**src/rtl/clock_forwarder_pkg.sv**
```systemverilog
// Shared types and helpers for the forwarded-clock generator.
package clock_forwarder_pkg;

   // Default half-period width and the smallest legal half period.
   localparam int DIV_W_DEF = 8;
   localparam int DIV_MIN   = 1;

   // Working width of eff_div; callers cast to and from their own DIV_W.
   localparam int EFF_W     = 32;

   // Top-level controller states.
   typedef enum logic [1:0] {
      IDLE = 2'd0,
      RUN  = 2'd1,
      STOP = 2'd2
   } state_t;

   // A requested half period of 0 is treated as the minimum of one cycle.
   function automatic logic [EFF_W-1:0] eff_div(input logic [EFF_W-1:0] div);
      return (div == '0) ? EFF_W'(DIV_MIN) : div;
   endfunction

endpackage

```
**src/rtl/clock_forwarder_if.sv**
```systemverilog
// Control and status bundle of the clock forwarder.
interface clock_forwarder_if #(
   parameter int DIV_W = 8
);
   import clock_forwarder_pkg::*;

   // There is no valid/ready handshake on this bundle: i_EN and i_DIV are
   // levels sampled on every rising i_CLK edge, o_CLK_OUT/o_RUNNING/o_BUSY are
   // registered levels, and o_RISE/o_FALL/o_DIV_ACK are single-cycle pulses
   // aligned with the o_CLK_OUT edge they describe.
   logic             i_EN;
   logic [DIV_W-1:0] i_DIV;
   logic             o_CLK_OUT;
   logic             o_RUNNING;
   logic             o_BUSY;
   logic             o_RISE;
   logic             o_FALL;
   logic             o_DIV_ACK;
   state_t           dbg_state;

   // Side that requests the clock and watches its status.
   modport master (
      output i_EN,
      output i_DIV,
      input  o_CLK_OUT,
      input  o_RUNNING,
      input  o_BUSY,
      input  o_RISE,
      input  o_FALL,
      input  o_DIV_ACK,
      input  dbg_state
   );

   // The forwarder itself.
   modport slave (
      input  i_EN,
      input  i_DIV,
      output o_CLK_OUT,
      output o_RUNNING,
      output o_BUSY,
      output o_RISE,
      output o_FALL,
      output o_DIV_ACK,
      output dbg_state
   );

endinterface

```
**src/rtl/clkfwd_phase_counter.sv**
```systemverilog
// Phase counter: holds the active half period and counts cycles within the
// current phase, flagging the last cycle of that phase.
module clkfwd_phase_counter
   import clock_forwarder_pkg::*;
#(
   parameter int DIV_W = DIV_W_DEF
) (
   input  logic             clk,
   input  logic             rst_n,
   input  logic             load,
   input  logic [DIV_W-1:0] load_value,
   input  logic             clr,
   input  logic             inc,
   output logic [DIV_W-1:0] active,
   output logic             term
);

   logic [DIV_W-1:0] count;

   // Load a new half period (restarting the count), clear, or advance.
   always_ff @(posedge clk or negedge rst_n) begin
      if (!rst_n) begin
         count  <= '0;
         active <= DIV_W'(DIV_MIN);
      end else if (load) begin
         active <= load_value;
         count  <= '0;
      end else if (clr) begin
         count <= '0;
      end else if (inc) begin
         count <= count + 1'b1;
      end
   end

   // Last cycle of the phase; the controller always clears on it, so the
   // count never runs past active-1.
   assign term = (count == active - 1'b1);

endmodule

```
**src/rtl/clock_forwarder.sv**
```systemverilog
// Glitch-free divided clock source. Start, stop and divide changes are only
// applied at phase boundaries so no runt pulse reaches the output pin.
module clock_forwarder
   import clock_forwarder_pkg::*;
#(
   parameter int DIV_W = DIV_W_DEF
) (
   input  logic            i_CLK,
   input  logic            i_RST_N,
   clock_forwarder_if.slave bus
);

   state_t           state_q, state_d;
   logic             clk_q, clk_d;
   logic             rise_q, rise_d;
   logic             fall_q, fall_d;
   logic             ack_q, ack_d;
   logic             cnt_load, cnt_clr, cnt_inc;
   logic [DIV_W-1:0] hp;
   logic [DIV_W-1:0] active;
   logic             term;

   // Requested half period with 0 mapped to 1.
   assign hp = DIV_W'(eff_div(EFF_W'(bus.i_DIV)));

   clkfwd_phase_counter #(
      .DIV_W (DIV_W)
   ) u_phase_counter (
      .clk        (i_CLK),
      .rst_n      (i_RST_N),
      .load       (cnt_load),
      .load_value (hp),
      .clr        (cnt_clr),
      .inc        (cnt_inc),
      .active     (active),
      .term       (term)
   );

   // Next state, next clock level and strobes.
   always_comb begin
      state_d  = state_q;
      clk_d    = clk_q;
      rise_d   = 1'b0;
      fall_d   = 1'b0;
      ack_d    = 1'b0;
      cnt_load = 1'b0;
      cnt_clr  = 1'b0;
      cnt_inc  = 1'b0;
      case (state_q)
         IDLE: begin
            clk_d = 1'b0;
            if (bus.i_EN) begin
               state_d  = RUN;
               clk_d    = 1'b1;
               rise_d   = 1'b1;
               ack_d    = 1'b1;
               cnt_load = 1'b1;
            end
         end
         RUN: begin
            if (term) begin
               cnt_clr = 1'b1;
               if (clk_q) begin
                  // High phase complete: always fall; stop here if disabled.
                  clk_d  = 1'b0;
                  fall_d = 1'b1;
                  if (!bus.i_EN) begin
                     state_d = STOP;
                  end
               end else if (!bus.i_EN) begin
                  // Disabled on the last low cycle: the low phase is already
                  // full length, so nothing remains to count out.
                  state_d = IDLE;
               end else begin
                  // Low->high boundary is the only place the divide may change.
                  clk_d  = 1'b1;
                  rise_d = 1'b1;
                  if (hp != active) begin
                     ack_d    = 1'b1;
                     cnt_load = 1'b1;
                  end
               end
            end else begin
               cnt_inc = 1'b1;
               // Disabled mid low phase: finish the same low phase in STOP.
               if (!clk_q && !bus.i_EN) begin
                  state_d = STOP;
               end
            end
         end
         STOP: begin
            // Enforced low phase; i_EN is deliberately ignored here.
            clk_d = 1'b0;
            if (term) begin
               state_d = IDLE;
               cnt_clr = 1'b1;
            end else begin
               cnt_inc = 1'b1;
            end
         end
         default: begin
            state_d = IDLE;
            clk_d   = 1'b0;
            cnt_clr = 1'b1;
         end
      endcase
   end

   // State, output clock and strobes registered together so they stay aligned.
   always_ff @(posedge i_CLK or negedge i_RST_N) begin
      if (!i_RST_N) begin
         state_q <= IDLE;
         clk_q   <= 1'b0;
         rise_q  <= 1'b0;
         fall_q  <= 1'b0;
         ack_q   <= 1'b0;
      end else begin
         state_q <= state_d;
         clk_q   <= clk_d;
         rise_q  <= rise_d;
         fall_q  <= fall_d;
         ack_q   <= ack_d;
      end
   end

   assign bus.o_CLK_OUT = clk_q;
   assign bus.o_RUNNING = (state_q == RUN);
   assign bus.o_BUSY    = (state_q == STOP);
   assign bus.o_RISE    = rise_q;
   assign bus.o_FALL    = fall_q;
   assign bus.o_DIV_ACK = ack_q;
   assign bus.dbg_state = state_q;

endmodule

```
**src/flat_wrapper.sv**
```systemverilog
// flat-port wrapper written by rule: the top's interface ports become plain ports
module clock_forwarder_flat import clock_forwarder_pkg::*;
#(
   parameter int DIV_W = DIV_W_DEF
)
  (i_CLK, i_RST_N, bus_i_EN, bus_i_DIV, bus_o_CLK_OUT, bus_o_RUNNING, bus_o_BUSY, bus_o_RISE, bus_o_FALL, bus_o_DIV_ACK, bus_dbg_state);
  clock_forwarder_if #(.DIV_W(DIV_W)) bus_i ();
  input  logic i_CLK;
  input  logic i_RST_N;
  input wire logic [$bits(bus_i.i_EN)-1:0] bus_i_EN;
  input wire logic [$bits(bus_i.i_DIV)-1:0] bus_i_DIV;
  output wire logic [$bits(bus_i.o_CLK_OUT)-1:0] bus_o_CLK_OUT;
  output wire logic [$bits(bus_i.o_RUNNING)-1:0] bus_o_RUNNING;
  output wire logic [$bits(bus_i.o_BUSY)-1:0] bus_o_BUSY;
  output wire logic [$bits(bus_i.o_RISE)-1:0] bus_o_RISE;
  output wire logic [$bits(bus_i.o_FALL)-1:0] bus_o_FALL;
  output wire logic [$bits(bus_i.o_DIV_ACK)-1:0] bus_o_DIV_ACK;
  output wire logic [$bits(bus_i.dbg_state)-1:0] bus_dbg_state;
  assign bus_i.i_EN = bus_i_EN;
  assign bus_i.i_DIV = bus_i_DIV;
  assign bus_o_CLK_OUT = bus_i.o_CLK_OUT;
  assign bus_o_RUNNING = bus_i.o_RUNNING;
  assign bus_o_BUSY = bus_i.o_BUSY;
  assign bus_o_RISE = bus_i.o_RISE;
  assign bus_o_FALL = bus_i.o_FALL;
  assign bus_o_DIV_ACK = bus_i.o_DIV_ACK;
  assign bus_dbg_state = bus_i.dbg_state;
  clock_forwarder #(.DIV_W(DIV_W)) u_core (.i_CLK(i_CLK), .i_RST_N(i_RST_N), .bus(bus_i));
endmodule
```
**config.mk**
```make
export PLATFORM = sky130hd
export DESIGN_NAME = clock_forwarder_flat
export DESIGN_NICKNAME = d
export VERILOG_FILES = /design/src/rtl/clock_forwarder_pkg.sv /design/src/rtl/clock_forwarder_if.sv /design/src/rtl/clkfwd_phase_counter.sv /design/src/rtl/clock_forwarder.sv /design/src/flat_wrapper.sv
export SDC_FILE = /design/constraint.sdc
export NUM_CORES = 1
export LEC_CHECK = 0
export ABC_AREA = 1
export CORE_UTILIZATION = 55
export DETAILED_ROUTE_END_ITERATION = 8
export GPL_ROUTABILITY_DRIVEN = 0
export PLACE_DENSITY = 0.87
export SYNTH_ARGS = -nofsm -noshare
export SYNTH_HDL_FRONTEND = slang
export SYNTH_SLANG_ARGS = --single-unit
```
**constraint.sdc**
```tcl
create_clock -name i_CLK -period 3.2 [get_ports i_CLK]
set_input_delay 0.8 -clock i_CLK [delete_from_list [all_inputs] [get_ports i_CLK]]
set_output_delay 0.8 -clock i_CLK [all_outputs]
set_load 0.05 [all_outputs]
```
### After elaboration in Yosys (flattened, before gate mapping)

Index checks and enable logic that the tools add are counted.

* register bits after elaboration: 22
* input port bits: 11
* output and inout port bits: 8
* logic and storage cells: 56

* add/sub/neg operators: 2
* eq/ne operators: 9
* multiplexer cells: 30
* reductions and logical operators: 8

Operators with widths (count)
* $mux W8: 4
* $mux W1: 14
* $mux W2: 7
* $add A8 B1 Y8 const B: 1
* $eq A8 B8 Y1: 1
* $logic_not A8 Y1: 1
* $ne A8 B8 Y1: 1
* $pmux W1 S2: 4
* $sub A8 B1 Y8 const B: 1
* $pmux W2 S3: 1
* $ne A2 B1 Y1 const B: 2
* $reduce_and A4 Y1: 1
* $ne A3 B1 Y1 const B: 1
* $ne A3 B3 Y1 const B: 1
* $reduce_bool A3 Y1: 1
* $eq A2 B1 Y1 const B: 1
* $eq A2 B2 Y1 const B: 1
* $logic_not A1 Y1: 2
* $logic_not A2 Y1: 1
* $ne A2 B2 Y1 const B: 1
* $reduce_or A2 Y1: 1
* $logic_and A1 B1 Y1: 1

### Depth between registers and ports, before layout

* depth in word-level cells: 9
* mapped depth: 15
* gate-level depth less buffers: 15

### Hierarchy

From an unflattened synthesis, not the netlist that was laid out.

* cells, all modules: 254
* area, all modules: 1590.3 um^2

By module, submodules not included
* clkfwd_phase_counter: instances 1, cells each 156, area each 1044.8 um^2, sequential area each 401.6 um^2
* clock_forwarder: instances 1, cells each 98, area each 545.5 um^2, sequential area each 150.1 um^2

### Least setup slack after synthesis

No wires, ideal clock.

* path kind: reg2reg
* from: register u_core.state_q[1] (netlist: u_core.bus.dbg_state[1])
* to: register u_core.u_phase_counter.active[3]
* library setup time: 0.118 ns
* data arrival time: 2.229 ns
* data required time: 3.082 ns
* path slack: 0.853 ns
* cell stages (with the launch flop): 9
* buffers on the path: 1
* clock period less this slack: 2.347 ns
* cells stage by stage: dfrtp_1 -> inv_1 -> ha_1 -> nand2_1 -> o21ai_0 -> nand3_4 -> buf_6 -> nand2_1 -> o21ai_2

* word-level cells in the longest chain between the ends: 2
* elaborated cells between the ends (all ways): 3
* those cells by class: eq/ne (1); mux (1); reduce/logical (1)

Ends and longest elaborated chain
* start, declared: line clock_forwarder.sv:13 `state_t state_q, state_d;`
* start signal, assigned: line clock_forwarder.sv:118 `state_q <= state_d;`
* $eq A2 B1 Y1
* named net bus_o_RUNNING: line flat_wrapper.sv:13 `output wire logic [$bits(bus_i.o_RUNNING)-1:0] bus_o_RUNNING;`
* $pmux W1 S2: line clock_forwarder.sv:49 `case (state_q)`
* end signal, assigned: line clkfwd_phase_counter.sv:24 `active <= DIV_W'(DIV_MIN);`
* end signal, assigned: line clkfwd_phase_counter.sv:26 `active <= load_value;`
* end, declared: line clkfwd_phase_counter.sv:14 `output logic [DIV_W-1:0] active,`

The timed path passes the listed nets, and every way through them passes these cells.
A chain may end at the register's enable or synchronous reset.

### Worst setup path after layout

* from: register u_core.state_q[1] (netlist: u_core.bus.dbg_state[1])
* to: output bus_o_RUNNING

* word-level cells in the longest chain between the ends: 1

Ends and longest elaborated chain
* $eq A2 B1 Y1: line clock_forwarder.sv:127 `assign bus.o_RUNNING = (state_q == RUN);`
* end, declared: line flat_wrapper.sv:13

No other way between the ends.

==> flow_summary.json <==
{
  "rr_worst_depth": 14,
  "wl_met1_mm": 1.39,
  "vias": 1362,
  "worstReg2RegStart": "u_core.u_phase_counter.active[0]$_DFFE_PN1P_",
  "cts_root_buf": "clkbuf_4",
  "yosys_warnings": 0,
  "synth_top_area_share": 0.343,
  "max-slew-margin-rel": 0.664,
  "drv_slew": 0,
  "hold_ws_ns": 0.562,
  "powerDensity_nw_per_um2": 893,
  "antenna_found_initial": 0,
  "wl_met3_um": 98,
  "start_util": 0.601,
  "yosysUniqueCellTypes": 22,
  "grt_pass1_wl_mm": 4.71,
  "diodes": 0,
  "cp-start-kind": "flop",
  "track_usage": 0.222,
  "cellLeakagePower_nw": 0.906,
  "crit_type": "flop to primary output",
  "ff2ff_setup_slack_ns": 0.74,
  "syn-num-nets": 232,
  "post_synth_inst_count": 215,
  "endpoint_kind": "primary output",
  "final_common_cell": "nand2_1",
  "first_pass_iters": 4,
  "cts_hold_buf": 0,
  "dieWidth_um": 54.7,
  "vdd_ir_drop_max_uv": 789,
  "setup_viol": 0,
  "postRouteAntennaNets": 0,
  "fill_cells": 242,
  "clk_latency_ns": 0.32,
  "rsz0062_at_grt": "no",
  "fmax_mhz": 363,
  "yosys.area.top_type": "dfrtp_1",
  "ys_seq_area_frac": 0.361,
  "grt_max_degree": 23,
  "dp_cells": 263,
  "r2r-end": "u_core.u_phase_counter.count[3]$_DFFE_PN0P_",
  "io_buffers": 18,
  "layout_common_cells": "nand2_1, inv_1, nand3_1, dfrtp_1, nor2_1",
  "status": "complete, no violations",
  "routed-wl-met2_mm": 1.46,
  "fin_nets": 255,
  "cts-resized-gates": 0,
  "syn_area_per_cell_um2": 7.12,
  "drc_errors": 0,
  "netlist_area_um2": 1530,
  "cp_max_fo": 6,
  "timing.final.crit_period_ns": 2.75,
  "fin_skew_ns": 0.00515,
  "hold_viol": 0,
  "ioPinCount": 19,
  "period_share": 0.861,
  "core_area_um2": 2540,
  "clock-sinks": 22,
  "drtIter0Drc": 21,
  "crit_path_end": "bus_o_RUNNING",
  "wl_per_cell_um": 11.2,
  "hold_path_class": "flop to flop",
  "htreeDepth": 1,
  "grt.overflow.total": 0,
  "routed_wl_mm": 2.99,
  "startpoint": "u_core.bus.dbg_state[1]$_DFFE_PN0P_",
  "ys_seq_elements": 22,
  "area_delta_synth_final_pct": 16.4,
  "tightest_slew_ns": 0.502,
  "synth_top_cells_by_area": "dfrtp_1, nand2_1, inv_1, nand3_1, xor2_1",
  "via_per_inst": 5.10,
  "cts_setup_buffers": 0,
  "clk_pin_slew_ns": 0.12,
  "grt_pass1_vias": 1167,
  "num_rows": 18,
  "cp_data_required_time_ns": 2.40,
  "hpwlAfterDp_mm": 2.32,
  "critPathArrivalTime_ns": 1.95,
  "die_h_um": 54.7,
  "cap_violations": 0,
  "top_layer": "met4",
  "drive_above_1_share": 0.0928,
  "final_cells": 267,
  "die_area_um2": 3000,
  "cts.path.max_buffers": 2,
  "cts_buffers": 3,
  "cts_tree": "yes",
  "setup-tns-final_ns": 0
}
-- final cells by class --
type                    instances  area, um2  share of cell area
multi-input cells             155        828               0.465
inverters                      37        139              0.0780
flip-flops and latches         22        552               0.310
repair buffers                 19        188               0.105
well taps                      30       37.5              0.0211
clock buffers                   4       36.3              0.0204
-- worst min-delay path by stage --
| stage | start | to | slack [ns] | depth (start not counted) |
|---|---|---|---|---|
| after floorplan | i_RST_N | u_core.bus.dbg_state[0]$_DFFE_PN0P_ | 0.50 | 0 |
| after global placement | u_core.bus.dbg_state[1]$_DFFE_PN0P_ | u_core.bus.dbg_state[1]$_DFFE_PN0P_ | 0.53 | 2 |
| after detailed placement | u_core.bus.dbg_state[0]$_DFFE_PN0P_ | u_core.bus.dbg_state[0]$_DFFE_PN0P_ | 0.54 | 2 |
| after CTS | u_core.bus.dbg_state[0]$_DFFE_PN0P_ | u_core.bus.dbg_state[0]$_DFFE_PN0P_ | 0.57 | 2 |
| after global routing | u_core.bus.dbg_state[0]$_DFFE_PN0P_ | u_core.bus.dbg_state[0]$_DFFE_PN0P_ | 0.60 | 2 |
| final | u_core.bus.dbg_state[0]$_DFFE_PN0P_ | u_core.bus.dbg_state[0]$_DFFE_PN0P_ | 0.56 | 2 |
-- routing by layer --
metal  up-vias  track usage
met4         0       0.0769
met5         -            0
met1       625        0.271
met3         5       0.0250
met2        19        0.396
li1        713            -
-- power breakdown --
part | switching [mW] | internal (mW)
logic | 0.609 | 0.337
registers | 0.114 | 0.371
clock network | 0.0880 | 0.0697
total | 0.811 | 0.778
-- state kept, by name (all words and copies together) (netlist names) --
signal,cells
u_core.bus.dbg_state,2
u_core.bus.o_CLK_OUT,1
u_core.bus.o_DIV_ACK,1
u_core.bus.o_FALL,1
u_core.bus.o_RISE,1
u_core.u_phase_counter.active,8
u_core.u_phase_counter.count,8
-- stage by stage --
step	power (mW)	cell area [um2]	utilization	setup WS (ns)
finish	1.59	1780	0.700	0.445
detailed placement	1.43	1740	0.685	0.500
global route	1.75	1780	0.700	0.381
global placement	1.41	1740	0.685	0.529
CTS	1.60	1780	0.700	0.445
floorplan	1.21	1530	-	0.853
-- kinds of logic (layout without fill, tap and decap cells) --
kind of cell	after synthesis	in the layout	synth area share
xor gates and xnor gates	12	12	0.0687
adders and majority gates	6	6	0.0491
and+or+nand+nor	120	120	0.349
AOI/OAI and AO/OA	17	17	0.0744
buffers and inverters	38	60	0.0981
DFF	22	22	0.361
-- cell usage after synthesis --
cell,count
o21ai_0,8
nor2_2,2
inv_1,36
nand3_4,1
nor3_1,4
nand3_2,1
buf_6,1
nand2_4,1
dfstp_2,1
o21ai_2,7
a21oi_1,1
nand2_2,3
ha_1,6
nor2_1,19
nand3_1,21
dfrtp_1,21
xnor2_1,3
xor2_1,9
nand4_1,5
nand2_1,63
o21bai_1,1
inv_2,1
-- worst max-delay path, cell delays in order (launching register included) --
cell	delay, ns
dfrtp_1	0.43
inv_1	0.11
ha_1	0.26
clkdlybuf4s50_1	0.83
No activity file was read; power rests on OpenSTA's default activity.
==> RTL change 1 (config.mk and constraints unchanged) <==
`DIV_W_DEF`: 8 -> 10.
--- a/src/rtl/clock_forwarder_pkg.sv
+++ b/src/rtl/clock_forwarder_pkg.sv
@@ -4,3 +4,3 @@
    // Default half-period width and the smallest legal half period.
-   localparam int DIV_W_DEF = 8;
+   localparam int DIV_W_DEF = 10;
    localparam int DIV_MIN   = 1;
Interface: changed (resized bus_i_DIV); port bits go from 19 to 21. The function was not compared with the original's and may differ.
==> RTL change 1 against the unedited design <==
Sequential cell count increased by 4. Sequential power rose by 17%. Setup slack better by 0.044 ns. Register-to-register slack lost 0.07 ns. Cell area up 18%. Synthesized area grew 18%. Critical path depth unchanged. Power rose by 13%. Wire length increased by 29%. Largest cell class unchanged. Largest power group unchanged.
==> RTL change 1: results (changes against the unedited design) <==
fin_util_pct: 68.5  # -1.4 points
pre_cts_ws_ns: 0.556  # +0.0559 ns
clock_buffers: 4  # unchanged
muxShareOfSynthArea_pct: 0.553  # +0.55 points
postCtsSetupBuffers: 0  # unchanged
seq_cells: 26  # +18%
synth-compound-area-share_pct: 6.70  # -0.74 points
layout.area.seq_um2: 652  # +18%
syn-num-nets: 272  # +17%
synth_cell_types: 30  # +36%
placed_cell_area_um2: 2070  # +19%
ys_seq_area_share_pct: 36.0  # -0.053 points
reg2reg_to: "u_core.u_phase_counter.count[9]"
cp_max_fo: 5  # -1
min_to: "u_core.u_phase_counter.active[0]"
hold-worst-slack_ns: 0.497  # -0.0657 ns
clock_path_buffers: 2  # unchanged
synth_area_leaders: "dfrtp_1, nand2_1, nor2_1, inv_1, nand4_1"
multiInputGateArea_um2: 1010  # +22%
grt_pass1_wl_um: 6620  # +41%
cp.arrival_ns: 1.91  # -0.04 ns
ys_async_sr_fraction_pct: 100  # unchanged
hold_class: "flop to flop"
avgSynthCellArea_um2: 7.16  # +0.54%
nFillCells: 250  # +3.3%
clock_latency_ns: 0.32  # about the same
synth_common_cells: "nand2_1, nor2_1, inv_1, dfrtp_1, nand4_1"
hold_start: "u_core.u_phase_counter.active[0]"
bufAreaShareNonClock_pct: 10.2  # -0.34 points
grt_max_degree: 18  # -22%
port_buffers: 20  # +2
floorplan.tapcells: 44  # +47%
clkCellAreaFrac_pct: 1.72  # -0.32 points
crit_path_start: "u_core.bus.dbg_state[1]"
grt_pass1_vias: 1549  # +33%
grt_usage_pct: 25.1  # +2.9 points
dp_cells: 317  # +21%
skew_ns: 0.0117  # +0.00657 ns
fin_nets: 297  # +16%
r2r_cells: 14  # unchanged
outcome: "finished, final reports clean"
yosys_warnings: 0  # unchanged
rrSetupSlack_ns: 0.67  # -0.07 ns
drive_gt1_share_pct: 6.50  # -2.8 points
leakage_nw: 1.05  # +16%
viasPerCell: 5.32  # +4.4%
min_period_ns: 2.71  # -0.0444 ns
nMultiInputCombCells: 188  # +21%
peakVddDrop_v: 0.000506  # -36%
nonClockBufferCount: 22  # +3
synthXorXnorAreaFrac_pct: 7.74  # +0.87 points
hpwlAfterDp_um: 3100  # +34%
slew_headroom_pct: 47.1  # -19 points
routedWlPerCell_um: 12.0  # +7.2%
routed_wl_um: 3850  # +29%
p_sw_mw: 0.928  # +14%
clk_pin_slew_worst_paths_ns: 0.15  # +0.03 ns
synthAdderAreaFrac_pct: 4.15  # -0.76 points
detail_route.iter0.violations: 92  # +340%
[RTL change 1: cell types whose count changed in the layout (fill, tap and decap cells not counted), sizes merged, moves of 2 or more]
cell / before / now
clkdlybuf4s50: 18 / 20
nand2: 67 / 71
xnor2: 3 / 6
nor2: 21 / 40
o22ai: 0 / 3
dfrtp: 21 / 25
nand4: 5 / 15
nand3: 23 / 16
o21ai: 15 / 10
[RTL change 1: power by group through the flow]
stage	Sequential [mW]	Clock, mW	Combinational [mW]
6_report	0.570	0.168	1.06
2_1_floorplan	0.615	0	0.732
5_1_grt	0.584	0.189	1.19
4_1_cts	0.566	0.169	1.05
3_5_place_dp	0.574	0	1.05
3_3_place_gp	0.571	0	1.02
[RTL change 1: layer usage]
metal	GRT usage [%]	up-vias	share of wire, %
met3	2.18	10	5.2
met1	36.1	777	49
li1	-	859	-
met5	0	-	0
met2	39.5	63	43
met4	8.50	0	2.3
==> RTL change 2 (same flow settings) <==
Without the edit above. Make the reset (`i_RST_N` and `rst_n`) synchronous in 2 clocked blocks.
--- a/src/rtl/clkfwd_phase_counter.sv
+++ b/src/rtl/clkfwd_phase_counter.sv
@@ -20,3 +20,3 @@
    // Load a new half period (restarting the count), clear, or advance.
-   always_ff @(posedge clk or negedge rst_n) begin
+   always_ff @(posedge clk) begin
       if (!rst_n) begin
--- a/src/rtl/clock_forwarder.sv
+++ b/src/rtl/clock_forwarder.sv
@@ -109,3 +109,3 @@
    // State, output clock and strobes registered together so they stay aligned.
-   always_ff @(posedge i_CLK or negedge i_RST_N) begin
+   always_ff @(posedge i_CLK) begin
       if (!i_RST_N) begin
Behaviour: differs if i_RST_N is asserted again (counterexample within 4 cycles, from zero or initial values and one cycle with i_RST_N low); with i_RST_N held inactive, the same outputs for 10 cycles.
==> RTL change 2 against the unedited design <==
Setup slack better by 0.10 ns. Cell count increased by 9.0%. Combinational power is 14% lower. Critical path depth stayed put. Cell area rose by 3.0%. Sequential power down 23%. Count of clock-buffer cells in the layout shrank 1. Sequential cell count is the same. Wire length up 13%. Die area up 3.8%. Power is 12% lower. Synthesized area grew 3.9%.
==> RTL change 2: results (changes against the unedited design) <==
cts_made_buffers: 3  # unchanged
grt_use_met3_pct: 4.19  # +1.7 points
clk_pin_slew_worst_paths_ns: 0.11
cp_max_fo: 6  # unchanged
placed_cell_area_um2: 1780  # +2.2%
use_met2_pct: 37.7  # -1.9 points
detail_route.iter0.violations: 90  # +330%
grt_usage_pct: 23.5  # +1.4 points
clock_latency_ns: 0.31
grt_pass1_vias: 1368  # +17%
use_met1_pct: 31.2  # +4.2 points
grt_max_degree: 19  # -17%
met3_length_um: 125  # +28%
antenna_cells: 0  # unchanged
hold_class: "flop to flop"
outcome: "finished, final reports clean"
grt_pass1_wl_um: 5870  # +25%
grt_antenna_before_repair: 0  # unchanged
r2r_start: "u_core.u_phase_counter.active[0]"
pre_cts_ws_ns: 0.618  # +0.119 ns
wl_met2_um: 1580  # +8.2%
num_vias: 1514  # +11%
cp.arrival_ns: 1.85  # -0.10 ns
ys_async_sr_fraction_pct: 0  # -100 points
wl_met1_um: 1620  # +16%
port_buffers: 18  # unchanged
root_buffer: "clkbuf_4"
skew_ns: 0.0112  # +0.00610 ns
hpwlAfterDp_um: 2620  # +13%
crit_path_start: "u_core.bus.dbg_state[1]"
cts_resized: 0  # unchanged
synth_area_leaders: "dfxtp_1, nand2_1, nand3_1, inv_1, nand4_1"
routedWlPerCell_um: 11.6  # +3.2%
clock_path_buffers: 2  # unchanged
ys_seq_area_share_pct: 27.7  # -8.4 points
fin_nets: 277  # +8.6%
synthFlopType: "dfxtp_1"
routed.top_layer: "met4"
htreeDepth: 1  # unchanged
nFillCells: 237  # -2.1%
yosys_warnings: 0  # unchanged
leakage_nw: 0.836  # -7.7%
tightest_slew_ns: 0.501  # -0.000907 ns
peakVddDrop_v: 0.000693  # -12%
synth_common_cells: "nand2_1, inv_1, nand3_1, dfxtp_1, nor2_1"
drive_gt1_share_pct: 11.9  # +2.6 points
synth_cell_types: 29  # +32%
top_usage_layer: "met2"
postCtsSetupBuffers: 0  # unchanged
drt_first_pass_iters: 4  # unchanged
hold_start: "u_core.bus.dbg_state[0]"
syn-num-nets: 260  # +12%
==> RTL change 2: cell type report <==
type	instances	area share, %
sequential	22	24.0
tap	31	2.11
inverter	33	6.75
clock inverter	1	1.64
timing repair buffer	19	10.2
clock buffer	3	1.23
multi-input combinational	182	54.0
==> RTL change 2: worst paths after layout <==
path | endpoint | slack, ns | depth (start not counted)
worst max register to register | u_core.u_phase_counter.count[0] | 0.95 | 14
worst min register to register | u_core.bus.dbg_state[0] | 0.51 | 2
worst max-delay path | bus_o_RUNNING | 0.55 | 3
worst min-delay path | u_core.bus.dbg_state[0] | 0.51 | 2
==> RTL change 2: cells by family (layout without fill, tap and decap cells) <==
logic type | count (synthesis) | count (layout) | share of synthesized area (%)
DFF | 22 | 22 | 27.7
muxes | 1 | 1 | 0.629
adders and majority gates | 5 | 5 | 3.93
AOI/OAI and AO/OA | 8 | 8 | 2.91
xor gates and xnor gates | 14 | 14 | 7.71
and+or+nand+nor | 154 | 154 | 47.1
buffers and inverters | 40 | 56 | 9.99
==> RTL change 2: worst max-delay path, stage by stage, from the launching register on <==
cell and delay [ns]:
dfxtp_1 0.35, inv_1 0.10, ha_1 0.26, clkdlybuf4s50_1 0.84
==> RTL change 2: stage by stage <==
| step | utilization [%] | std cells |
|---|---|---|
| 2_1_floorplan | - | 244 |
| 3_3_place_gp | 64.6 | 287 |
| 3_5_place_dp | 64.6 | 287 |
| 4_1_cts | 66.5 | 291 |
| 5_1_grt | 66.5 | 291 |
| 6_report | 66.5 | 291 |
==> RTL change 2: power by group <==
part / switching (mW) / internal, mW / total, mW
registers: 0.0545 / 0.320 / 0.375
logic: 0.544 / 0.265 / 0.809
clock network: 0.0841 / 0.127 / 0.211
